### src/rtl/vga_cmd_uart_tx.sv
// Serializes one (column, row, char) text-write command as three back-to-back
// 8N1 UART frames, LSB first, for the VGA controller's UART receiver.
//
// state | meaning
// IDLE  | line high, ready for a command; range check happens on acceptance
// START | driving the start bit (low) of the current byte
// DATA  | driving data bit bit_q of the current byte
// STOP  | driving the stop bit (high); then next byte or back to IDLE
module vga_cmd_uart_tx #(
  parameter int CLKS_PER_BIT = 217,
  parameter int COLS         = 80,
  parameter int ROWS         = 30
) (
  input  logic       clk_i,
  input  logic       rstn_i,
  input  logic       cmd_valid_i,
  output logic       cmd_ready_o,
  input  logic [7:0] col_i,
  input  logic [7:0] row_i,
  input  logic [7:0] char_i,
  output logic       tx_o,
  output logic       busy_o,
  output logic       done_o,
  output logic       err_o
);

  localparam int BW = (CLKS_PER_BIT > 1) ? $clog2(CLKS_PER_BIT) : 1;
  localparam logic [BW-1:0] BAUD_LAST = BW'(CLKS_PER_BIT - 1);
  localparam logic [8:0] COL_LIM = 9'(COLS);
  localparam logic [8:0] ROW_LIM = 9'(ROWS);

  localparam logic [1:0] IDLE  = 2'd0;
  localparam logic [1:0] START = 2'd1;
  localparam logic [1:0] DATA  = 2'd2;
  localparam logic [1:0] STOP  = 2'd3;

  logic [1:0]    state_q;
  logic [BW-1:0] baud_q;
  logic [2:0]    bit_q;
  logic [1:0]    idx_q;
  logic [7:0]    col_q, row_q, chr_q;
  logic          tx_q, done_q, err_q;
  logic [7:0]    cur_byte;
  logic          bit_end;
  logic          cmd_bad;

  always_comb begin
    cur_byte = chr_q;
    case (idx_q)
      2'd0:    cur_byte = col_q;
      2'd1:    cur_byte = row_q;
      default: cur_byte = chr_q;
    endcase
  end

  assign bit_end = (baud_q == BAUD_LAST);
  assign cmd_bad = ({1'b0, col_i} >= COL_LIM) || ({1'b0, row_i} >= ROW_LIM);

  // tx is a flop so the serial line never glitches on state decode
  always_ff @(posedge clk_i or negedge rstn_i) begin
    if (!rstn_i) begin
      state_q <= IDLE;
      baud_q  <= '0;
      bit_q   <= '0;
      idx_q   <= '0;
      col_q   <= '0;
      row_q   <= '0;
      chr_q   <= '0;
      tx_q    <= 1'b1;
      done_q  <= 1'b0;
      err_q   <= 1'b0;
    end else begin
      done_q <= 1'b0;
      err_q  <= 1'b0;
      case (state_q)
        IDLE: begin
          if (cmd_valid_i) begin
            col_q <= col_i;
            row_q <= row_i;
            chr_q <= char_i;
            if (cmd_bad) begin
              err_q <= 1'b1;
            end else begin
              state_q <= START;
              baud_q  <= '0;
              bit_q   <= '0;
              idx_q   <= '0;
              tx_q    <= 1'b0;
            end
          end
        end
        START: begin
          if (bit_end) begin
            baud_q  <= '0;
            bit_q   <= '0;
            state_q <= DATA;
            tx_q    <= cur_byte[0];
          end else begin
            baud_q <= baud_q + 1'b1;
          end
        end
        DATA: begin
          if (bit_end) begin
            baud_q <= '0;
            if (bit_q == 3'd7) begin
              state_q <= STOP;
              tx_q    <= 1'b1;
            end else begin
              bit_q <= bit_q + 3'd1;
              tx_q  <= cur_byte[bit_q + 3'd1];
            end
          end else begin
            baud_q <= baud_q + 1'b1;
          end
        end
        STOP: begin
          if (bit_end) begin
            baud_q <= '0;
            if (idx_q != 2'd2) begin
              idx_q   <= idx_q + 2'd1;
              state_q <= START;
              tx_q    <= 1'b0;
            end else begin
              state_q <= IDLE;
              done_q  <= 1'b1;
              tx_q    <= 1'b1;
            end
          end else begin
            baud_q <= baud_q + 1'b1;
          end
        end
        default: begin
          state_q <= IDLE;
          tx_q    <= 1'b1;
        end
      endcase
    end
  end

  assign cmd_ready_o = (state_q == IDLE);
  assign busy_o      = (state_q != IDLE);
  assign tx_o        = tx_q;
  assign done_o      = done_q;
  assign err_o       = err_q;

endmodule

### config.mk
export PLATFORM = sky130hd
export DESIGN_NAME = vga_cmd_uart_tx
export DESIGN_NICKNAME = d
export VERILOG_FILES = /design/src/rtl/vga_cmd_uart_tx.sv
export SDC_FILE = /design/constraint.sdc
export NUM_CORES = 1
export LEC_CHECK = 0
export BUFFER_PORTS_ARGS = -buffer_cell sky130_fd_sc_hd__buf_2
export CAP_MARGIN = 20
export CORE_UTILIZATION = 51
export CTS_BUF_LIST = sky130_fd_sc_hd__clkbuf_4 sky130_fd_sc_hd__clkbuf_8 sky130_fd_sc_hd__clkbuf_16
export DETAILED_ROUTE_END_ITERATION = 12
export PLACE_DENSITY = 0.71
export SYNTH_ARGS = -nofsm -noshare
export SYNTH_HDL_FRONTEND = slang
export SYNTH_SLANG_ARGS = --single-unit
### constraint.sdc
create_clock -name clk_i -period 1.65 [get_ports clk_i]
set_input_delay 0.165 -clock clk_i [delete_from_list [all_inputs] [get_ports clk_i]]
set_output_delay 0.165 -clock clk_i [all_outputs]
set_load 0.03 [all_outputs]
==> flow_summary.ini, run 1 <==
[run_status]
status = finished with violations
violations = setup timing

[timing]
period_share = 1.158
period_needed_ns = 1.910
rsz0062_at_grt = true
worst_pin_slew_ns = 0.5237
setup_violations = 33
max_freq_mhz = 523.6
slew_viol_final = 0
fin_skew_ns = 0.007821
slew_headroom = 0.6509
finalWorstSetupSlack_ns = -0.2599
final_hold_viol_count = 0

[synth]
ys_warn_count = 0
ys_ff_latch = 42
synth_edf_count = 0
synth_ff_type = dfrtp_1
async_reset_ff_frac = 1.000
synthCells = 200
ys_types = 47
synthMuxAreaShare = 0.1416
synth_top_cell_by_area = dfrtp_1
yosys.area_share.simple = 0.1416
syn_area_per_cell_sq_um = 11.04
synth.most_common_cell = dfrtp_1
synth.top_cell.area_share = 0.4646
synth_xor_area_frac = 0.007932
synth_top_family_by_area = multiplexers
synth_seq_area_share = 0.4765
synth_compound_area_frac = 0.1388
synthAdderAreaFrac = 0.06232
synth_area_sq_um = 2208
yosys-top-cells-count = dfrtp_1 (41), mux2_2 (24), nand2_1 (23)
synth_area_leaders = dfrtp_1 (46%), mux2_2 (12%), ha_1 (6.2%), nand2_1 (3.9%), o21ai_0 (2.7%)
synth_fp_nets = 238

[cells_and_area]
area_growth_pct = 51.33
multi_input_area_sq_um = 1365
num_antenna_cells = 0
fin_cells = 340
layout.area.seq_sq_um = 1054
drive_gt1_frac = 0.5345
num-fill-cells = 239
nNetsFinal = 327

[drt]
vias = 1971
routed_wl_mm = 6.500
vias_per_cell = 5.797
drt_iter0_drc = 138
route.detailed.wl_per_inst_um = 19.12
drc = 0
ant_nets = 0
dr.pass1.iters = 4

[power]
max-vdd-ir-drop_mv = 1.067
p_total_mw = 6.689
p_per_area_nw_per_um2 = 2002
p_leak_nw = 1.638

[global_routing]
grt_pass1_vias = 1838
overflow = 0
grt_max_degree = 23
grt_usage = 0.2705
grt_pass1_wl_mm = 8.887
antenna_found_initial = 0

[placed_design]
gp_congestion = 0.8234
place.detailed.instances = 313
io_buffers = 31
post-place-ws_ns = -0.1898
dp_hpwl_mm = 3.676

[setup_path]
start_kind = flop
worstPathRequired_ns = 1.87
worst_setup_path_end_kind = flop
critPathMaxFanout = 4
cp.arrival_ns = 2.13
r2r_cells = 8
crit_type = reg2reg

[floorplan]
start_util = 0.5404
fp-row-count = 23
dieArea_sq_um = 4598
io-pin-count = 32
core_sq_um = 4086
die_y_um = 67.81
fp.dieW_um = 67.81

[clock_tree]
cts_tree = built
root_buffer = clkbuf_8
clock_sink_count = 42
htreeDepth = 2
cts_made_buffers = 5
cts.clk_slew.worst_paths_ns = 0.08
cts_buffer_depth = 2
clkLatencyLatePin_ns = 0.30

[min_path]
holdCritPathClass = in2reg
whs_path_depth = 2

[job]
drv_cap = 0
placed cells by master (no fill, tap or decap), drive strengths merged, types with 3 or more instances in the layout:
cell    netlist  routed
a221o         3       3
a22o          3       3
a31oi         4       4
and3          4       4
buf           2      86
clkbuf        4       7
dfrtp        41      41
ha           11      11
inv          10       9
mux2         26      26
nand2        23      23
nand2b        3       3
nand3         4       4
nor2         11      11
nor3          3       3
o21ai        14      14
where the power goes:
part	leakage, nW	internal (mW)	switching, mW
clock network	0.0486	0.315	0.377
logic	1.08	2.32	1.82
registers	0.514	1.49	0.368
total	1.64	4.13	2.56
final cells by class:
type,instances,share of cell area
multi-input combinational,142,0.4085
sequential,42,0.3152
clock inverter,2,0.004118
inverter,10,0.01235
clock buffer,6,0.02284
tap,50,0.01872
timing repair buffer,88,0.2183
metrics by stage:
step / hold WS, ns / area (sq um) / util / TNS [ns]
6_report: 0.08919 / 3342 / 0.8178 / -1.234
5_1_grt: 0.08291 / 3342 / 0.8178 / -3.025
4_1_cts: 0.08545 / 3124 / 0.7645 / -2.208
3_5_place_dp: 0.1615 / 2748 / 0.6724 / -1.488
3_3_place_gp: 0.1595 / 2748 / 0.6724 / -0.4562
2_1_floorplan: -0.1306 / 2253 / - / -1.420
metal layers:
layer | part of all wire | track usage | vias up
met3 | 0.056 | 0.05574 | 12
met5 | 0 | 0 | -
met4 | 0.018 | 0.09896 | 0
met1 | 0.43 | 0.3678 | 982
met2 | 0.49 | 0.4233 | 64
li1 | - | - | 913
kinds of logic after synthesis:
logic type | after synthesis
XOR/XNOR | 2
AO/OA/AOI/OAI | 43
AND/OR/NAND/NOR | 58
flip-flops | 42
multiplexers | 28
adder cells (fa/ha/maj) | 11
buffers and inverters | 16
critical path: stages (launching register included):
cell and delay (ns):
dfrtp_1 0.41, buf_6 0.14, ha_4 0.17, a22o_1 0.18, a21o_1 0.18, buf_6 0.12
a222oi_1 0.31, o21a_1 0.23, o311ai_2 0.09
sequential cells by signal, summed over array words and instances, names as in the netlist, 2 cells and up:
signal	count
baud_q	8
state_q	2
chr_q	8
col_q	8
bit_q	3
idx_q	2
row_q	8
final timing paths:
kind,startpoint,endpoint,slack (ns)
setup reg to reg,idx_q[0]$_DFFE_PN0P_,tx_o$_DFFE_PN1P_,-0.26
hold / removal,char_i[7],chr_q[7]$_DFFE_PN0P_,0.09
max in group asynchronous,rstn_i,baud_q[2]$_DFFE_PN0P_,0.78
hold reg to reg,chr_q[6]$_DFFE_PN0P_,chr_q[6]$_DFFE_PN0P_,0.52
setup / recovery,idx_q[0]$_DFFE_PN0P_,tx_o$_DFFE_PN1P_,-0.26
min in group asynchronous,rstn_i,done_o$_DFF_PN0_,0.37
timing repair:
item                                    in CTS  in global routing
cloned                                       2                  1
endpoints found under the setup margin      34                 38
buffers inserted                             8                  8
gates resized for setup                     36                 46
endpoints found under the hold margin       19                  0
hold buffers                                 1                  0
pin swaps                                   15                 17
Power figures use the tool's default switching activity.
==> run 2, diff against run 1 <==
- RECOVER_POWER: unset -> 50
==> run 2 against run 1 <==
  * The flow still finishes with violations (setup timing)
  * Largest power group unchanged
  * Register-to-register slack about the same
  * Combinational power about the same
  * Die area stayed put
  * Global-route usage is the same
  * Count of clock-buffer cells in the layout is the same
  * Power hardly changed
  * Sequential share of layout area grew 0.095 points
  * Critical endpoint unchanged
  * Clock power barely moved
  * First-iteration DRC count stayed put
  * Maximum frequency is 0.12% lower
  * Sequential power barely moved
==> flow_summary.ini, run 2 (same netlist as run 1, synthesis figures left out) <==
[min_path]
hold_start = char_i[7]
whs_path_depth = 2
holdPathEnd = chr_q[7]$_DFFE_PN0P_
holdCritPathClass = in2reg

[cells_and_area]
area_growth_pct = 50.88
final_cell_mix = dfrtp_1 (40), buf_4 (39), buf_2 (28), mux2_4 (26), nand2_1 (20)
fin_cells = 340
num_antenna_cells = 0
nNetsFinal = 327
final_common_cell = dfrtp_1
num-fill-cells = 239
drive_gt1_frac = 0.5310

[drt]
dr.pass1.iters = 6
met1_length_mm = 2.803
wl_met2_mm = 3.222
route.detailed.wl_per_inst_um = 19.13
drt_iter0_drc = 138
vias = 1971
routed_wl_mm = 6.505
top_layer_used = met4
dr_wl_met3_um = 365
vias_per_cell = 5.797
ant_nets = 0
drc = 0

[setup_path]
cp.arrival_ns = 2.13
cpMostUsedCell = buf_6
worst_setup_path_end_kind = flop
crit_chain = buf_6, ha_4, a22o_1, a21o_1, buf_6, a222oi_1, o21a_1, o311ai_2
crit_path_max_incr_delay_ns = 0.41
cp_slowest_cell = dfrtp_1
reg2reg_setup_slack_ns = -0.26
critPathMaxFanout = 4
start_kind = flop
r2r_cells = 8
r2r_end = tx_o$_DFFE_PN1P_
r2r_start = idx_q[0]$_DFFE_PN0P_
crit_type = reg2reg
worstPathRequired_ns = 1.87

[floorplan]
io-pin-count = 32
dieArea_sq_um = 4598
core_sq_um = 4086
start_util = 0.5404
die_y_um = 67.81
fp.dieW_um = 67.81
fp-row-count = 23

[placed_design]
place.detailed.instances = 313
gp_congestion = 0.8234
io_buffers = 31
dp_hpwl_mm = 3.676

[timing]
fin_skew_ns = 0.007599
slew_headroom = 0.1983
worst_pin_slew_ns = 1.203
finalWorstSetupSlack_ns = -0.2623
final_hold_viol_count = 0
setup_tns_ns = -1.304
period_needed_ns = 1.912
slew_viol_final = 0
period_share = 1.159
hold_ws_ns = 0.08948
max_freq_mhz = 522.9
rsz0062_at_grt = true
setup_violations = 33

[global_routing]
grt_pass1_wl_mm = 8.887
antenna_found_initial = 0
grt_pass1_vias = 1838
overflow = 0
grt_max_degree = 23
grt_usage = 0.2705

[power]
p_leak_nw = 1.632
max-vdd-ir-drop_mv = 1.066
p_per_area_nw_per_um2 = 2008

[clock_tree]
cts_tree = built
htreeDepth = 2
clock_sink_count = 42
cts.clk_slew.worst_paths_ns = 0.08
cts_made_buffers = 5
root_buffer = clkbuf_8
cts_buffer_depth = 2
clkLatencyLatePin_ns = 0.30

[run_status]
violations = setup timing
status = finished with violations

[job]
drv_cap = 0
## run 2: changes by cell type in the layout (fill, tap and decap cells not counted)
cell,previous run,this run
buf_2,29,28
buf_6,13,14
clkbuf_1,0,1
buf_12,2,1
## run 2: worst max-delay path: cells and delay by family (launching register included)
family	cells	cell delay, ns
AO/OA/AOI/OAI	5	0.99
flip-flops	1	0.41
buffers and inverters	2	0.26
adder cells (fa/ha/maj)	1	0.17
## run 2: cell type report
class	count	area, sq um	share of cell area
multi-input cells	142	1365	0.4097
flip-flops and latches	42	1054	0.3162
repair buffers	88	719.4	0.2159
clock buffers	6	76.32	0.02291
well taps	50	62.56	0.01878
inverters	10	41.29	0.01239
clock inverters	2	13.76	0.004131
## run 2: per-stage QoR
step                area (sq um)  setup slack (ns)  total power, mW  utilization
finish                      3332           -0.2623            6.689       0.8154
floorplan                   2253           -0.1973            3.592            -
global placement            2748           -0.1502            4.614       0.6724
detailed placement          2748           -0.1898            4.710       0.6724
global route                3332           -0.2850            7.016       0.8154
CTS                         3124           -0.1513            5.965       0.7645
## run 2: worst max path at each step
stage                            from                endpoint  slack [ns]  cells after the start
5_1_grt          idx_q[0]$_DFFE_PN0P_        tx_o$_DFFE_PN1P_       -0.28                      8
4_1_cts          bit_q[1]$_DFFE_PN0P_        tx_o$_DFFE_PN1P_       -0.15                      7
3_3_place_gp     idx_q[0]$_DFFE_PN0P_        tx_o$_DFFE_PN1P_       -0.15                      8
3_5_place_dp     idx_q[0]$_DFFE_PN0P_        tx_o$_DFFE_PN1P_       -0.19                      8
6_report         idx_q[0]$_DFFE_PN0P_        tx_o$_DFFE_PN1P_       -0.26                      8
2_1_floorplan  state_q[0]$_DFFE_PN0P_  state_q[1]$_DFFE_PN0P_       -0.20                      6
## run 2: repair_timing
action / CTS / global route
hold buffers: 1 / 0
pin swaps: 15 / 17
gates resized for setup: 36 / 46
setup buffers: 8 / 8
setup endpoints to repair: 34 / 38
cloned: 2 / 1
endpoints found under the hold margin: 19 / 0
## run 2: metal layers
metal,vias to the layer above,global-route usage
met5,-,0
li1,913,-
met1,983,0.3678
met3,12,0.05574
met4,0,0.09896
met2,63,0.4233
## run 2: power breakdown
group	leakage, nW	switching, mW	internal (mW)
sequential	0.514	0.367	1.49
clock	0.0486	0.377	0.315
combinational	1.07	1.82	2.31
==> run 3, diff against run 2 <==
- BUFFER_PORTS_ARGS: -buffer_cell sky130_fd_sc_hd__buf_2 -> unset
- CORE_UTILIZATION: 51 -> 55
- DONT_BUFFER_PORTS: unset -> 1
- PLACE_DENSITY: 0.71 -> 0.69
- SKIP_LAST_GASP: unset -> 1
==> run 3 against run 2 <==
  * Critical path type unchanged
  * Non-clock buffer count shrank 39
  * The flow finishes with violations (hold timing, setup timing)
  * Highest routed layer unchanged
  * Core utilization decreased by 1.8 points
  * Hold slack worse by 0.091 ns
  * Sequential share of layout area up 3.7 points
  * Combinational power decreased by 11%
  * Cell area down 10%
==> flow_summary.ini, run 3 (same netlist as run 1, synthesis figures left out) <==
[run_status]
status = finished with violations
violations = hold timing, setup timing

[global_routing]
grt_pass1_wl_mm = 9.425
grt_max_degree = 43
overflow = 0
grt_pass1_vias = 1897
antenna_found_initial = 0
grt_usage = 0.2975

[setup_path]
worstPathRequired_ns = 1.88
critPathMaxFanout = 6
r2r_start = idx_q[0]$_DFFE_PN0P_
cp-startpoint = idx_q[0]$_DFFE_PN0P_
crit_buf_inv = 2
start_kind = flop
cp.arrival_ns = 2.18
crit_chain = buf_6, ha_4, a22o_1, a21o_1, buf_6, a222oi_1, o21a_1, o311ai_2
worst_setup_path_end_kind = flop
cp_slowest_cell = dfrtp_1
reg2reg_setup_slack_ns = -0.30
crit_path_max_incr_delay_ns = 0.43
crit_type = reg2reg
critPathTopFamily = compound AO/OA/AOI/OAI gates
cpMostUsedCell = buf_6

[cells_and_area]
num-fill-cells = 237
nNetsFinal = 288
fin_cells = 299
drive_gt1_frac = 0.4861
final_cell_mix = dfrtp_1 (39), buf_4 (37), mux2_2 (24), nand2_1 (20), nor2_1 (9)
fin_util = 0.7971
area_growth_pct = 35.13
final_area_sq_um = 2984
final_common_cell = dfrtp_1
num_antenna_cells = 0

[timing]
fin_skew_ns = 0.01352
slew_headroom = 0.2915
setup_tns_ns = -1.066
max_freq_mhz = 513.4
period_share = 1.181
worst_pin_slew_ns = 1.063
slew_viol_final = 0
period_needed_ns = 1.948
finalWorstSetupSlack_ns = -0.2978
rsz0062_at_grt = true
setup_violations = 9
final_hold_viol_count = 3
hold_ws_ns = -0.001762

[clock_tree]
cts_buffer_depth = 2
root_buffer = clkbuf_8
cts_tree = built
cts.clk_slew.worst_paths_ns = 0.09
clock_sink_count = 42
cts_made_buffers = 5
clkLatencyLatePin_ns = 0.31
htreeDepth = 2

[placed_design]
dpl_cell_area_sq_um = 2555
place.detailed.instances = 277
dp_hpwl_mm = 3.921
io_buffers = 0
post-place-ws_ns = -0.2524
gp_congestion = 0.8367

[power]
clkPwrFrac = 0.114
p_sw_frac = 0.3970
pwr-share-seq = 0.300
p_per_area_nw_per_um2 = 2092
p_leak_nw = 1.318
p_total_mw = 6.244
switching_power_mw = 2.479
max-vdd-ir-drop_mv = 1.152
comb_power_share = 0.586
p_int_mw = 3.765

[floorplan]
fp.dieW_um = 65.37
core_sq_um = 3744
die_y_um = 65.37
io-pin-count = 32
fp-row-count = 22
start_util = 0.5899
dieArea_sq_um = 4273

[min_path]
holdCritPathClass = in2reg
hold_start = row_i[6]

[drt]
dr.pass1.iters = 4
routed_wl_mm = 6.344
drt_iter0_drc = 143
vias = 1877
route.detailed.wl_per_inst_um = 21.22
vias_per_cell = 6.278
ant_nets = 0
drc = 0

[job]
drv_cap = 0
run 3: cell count changes in the layout (fill, tap and decap cells not counted), moves of 2 or more:
cell | before | now
buf_2 | 28 | 0
mux2_4 | 26 | 1
mux2_2 | 0 | 24
buf_6 | 14 | 8
nor2_2 | 3 | 0
buf_16 | 2 | 0
buf_4 | 39 | 37
inv_1 | 5 | 3
inv_2 | 4 | 6
nor2_4 | 0 | 2
o21ai_1 | 7 | 5
run 3: final timing paths:
| check | end | cells after the start |
|---|---|---|
| worst min register to register | row_q[1]$_DFFE_PN0P_ | 1 |
| min in group asynchronous | chr_q[6]$_DFFE_PN0P_ | 2 |
| worst max register to register | tx_o$_DFFE_PN1P_ | 8 |
| worst max-delay path | tx_o$_DFFE_PN1P_ | 8 |
| worst min-delay path | row_q[6]$_DFFE_PN0P_ | 1 |
| max in group asynchronous | baud_q[2]$_DFFE_PN0P_ | 2 |
run 3: power groups by stage:
stage	sequential [mW]	clock, mW	combinational, mW
floorplan	1.79	0	1.80
global placement	1.83	0	2.66
finish	1.87	0.712	3.66
global route	1.91	0.747	3.90
detailed placement	1.85	0	2.81
CTS	1.85	0.714	3.26
run 3: cell type report:
cell class	instances	area, sq um	share of cell area
Multi-Input combinational cell	142	1305	0.4373
Sequential cell	42	1055	0.3535
Timing Repair Buffer	49	427.9	0.1434
Clock buffer	6	82.58	0.02767
Tap cell	48	60.06	0.02013
Inverter	10	41.29	0.01384
Clock inverter	2	12.51	0.004193
run 3: what timing repair did:
| item | in CTS | in global routing |
|---|---|---|
| setup endpoints to repair | 9 | 39 |
| hold endpoints to repair | 42 | 0 |
| gates cloned | 0 | 1 |
| hold buffers | 2 | 0 |
| buffers inserted | 8 | 3 |
| gates resized for setup | 30 | 22 |
| pin swaps | 16 | 8 |
run 3: per-layer routing:
| metal | vias to the layer above | wire length [um] | share of wire | global-route usage |
|---|---|---|---|---|
| met2 | 79 | 3347 | 0.53 | 0.5387 |
| met4 | 0 | 248 | 0.039 | 0.09239 |
| met5 | - | 0 | 0 | 0 |
| met1 | 943 | 2410 | 0.38 | 0.3580 |
| li1 | 828 | - | - | - |
| met3 | 27 | 338 | 0.053 | 0.04861 |
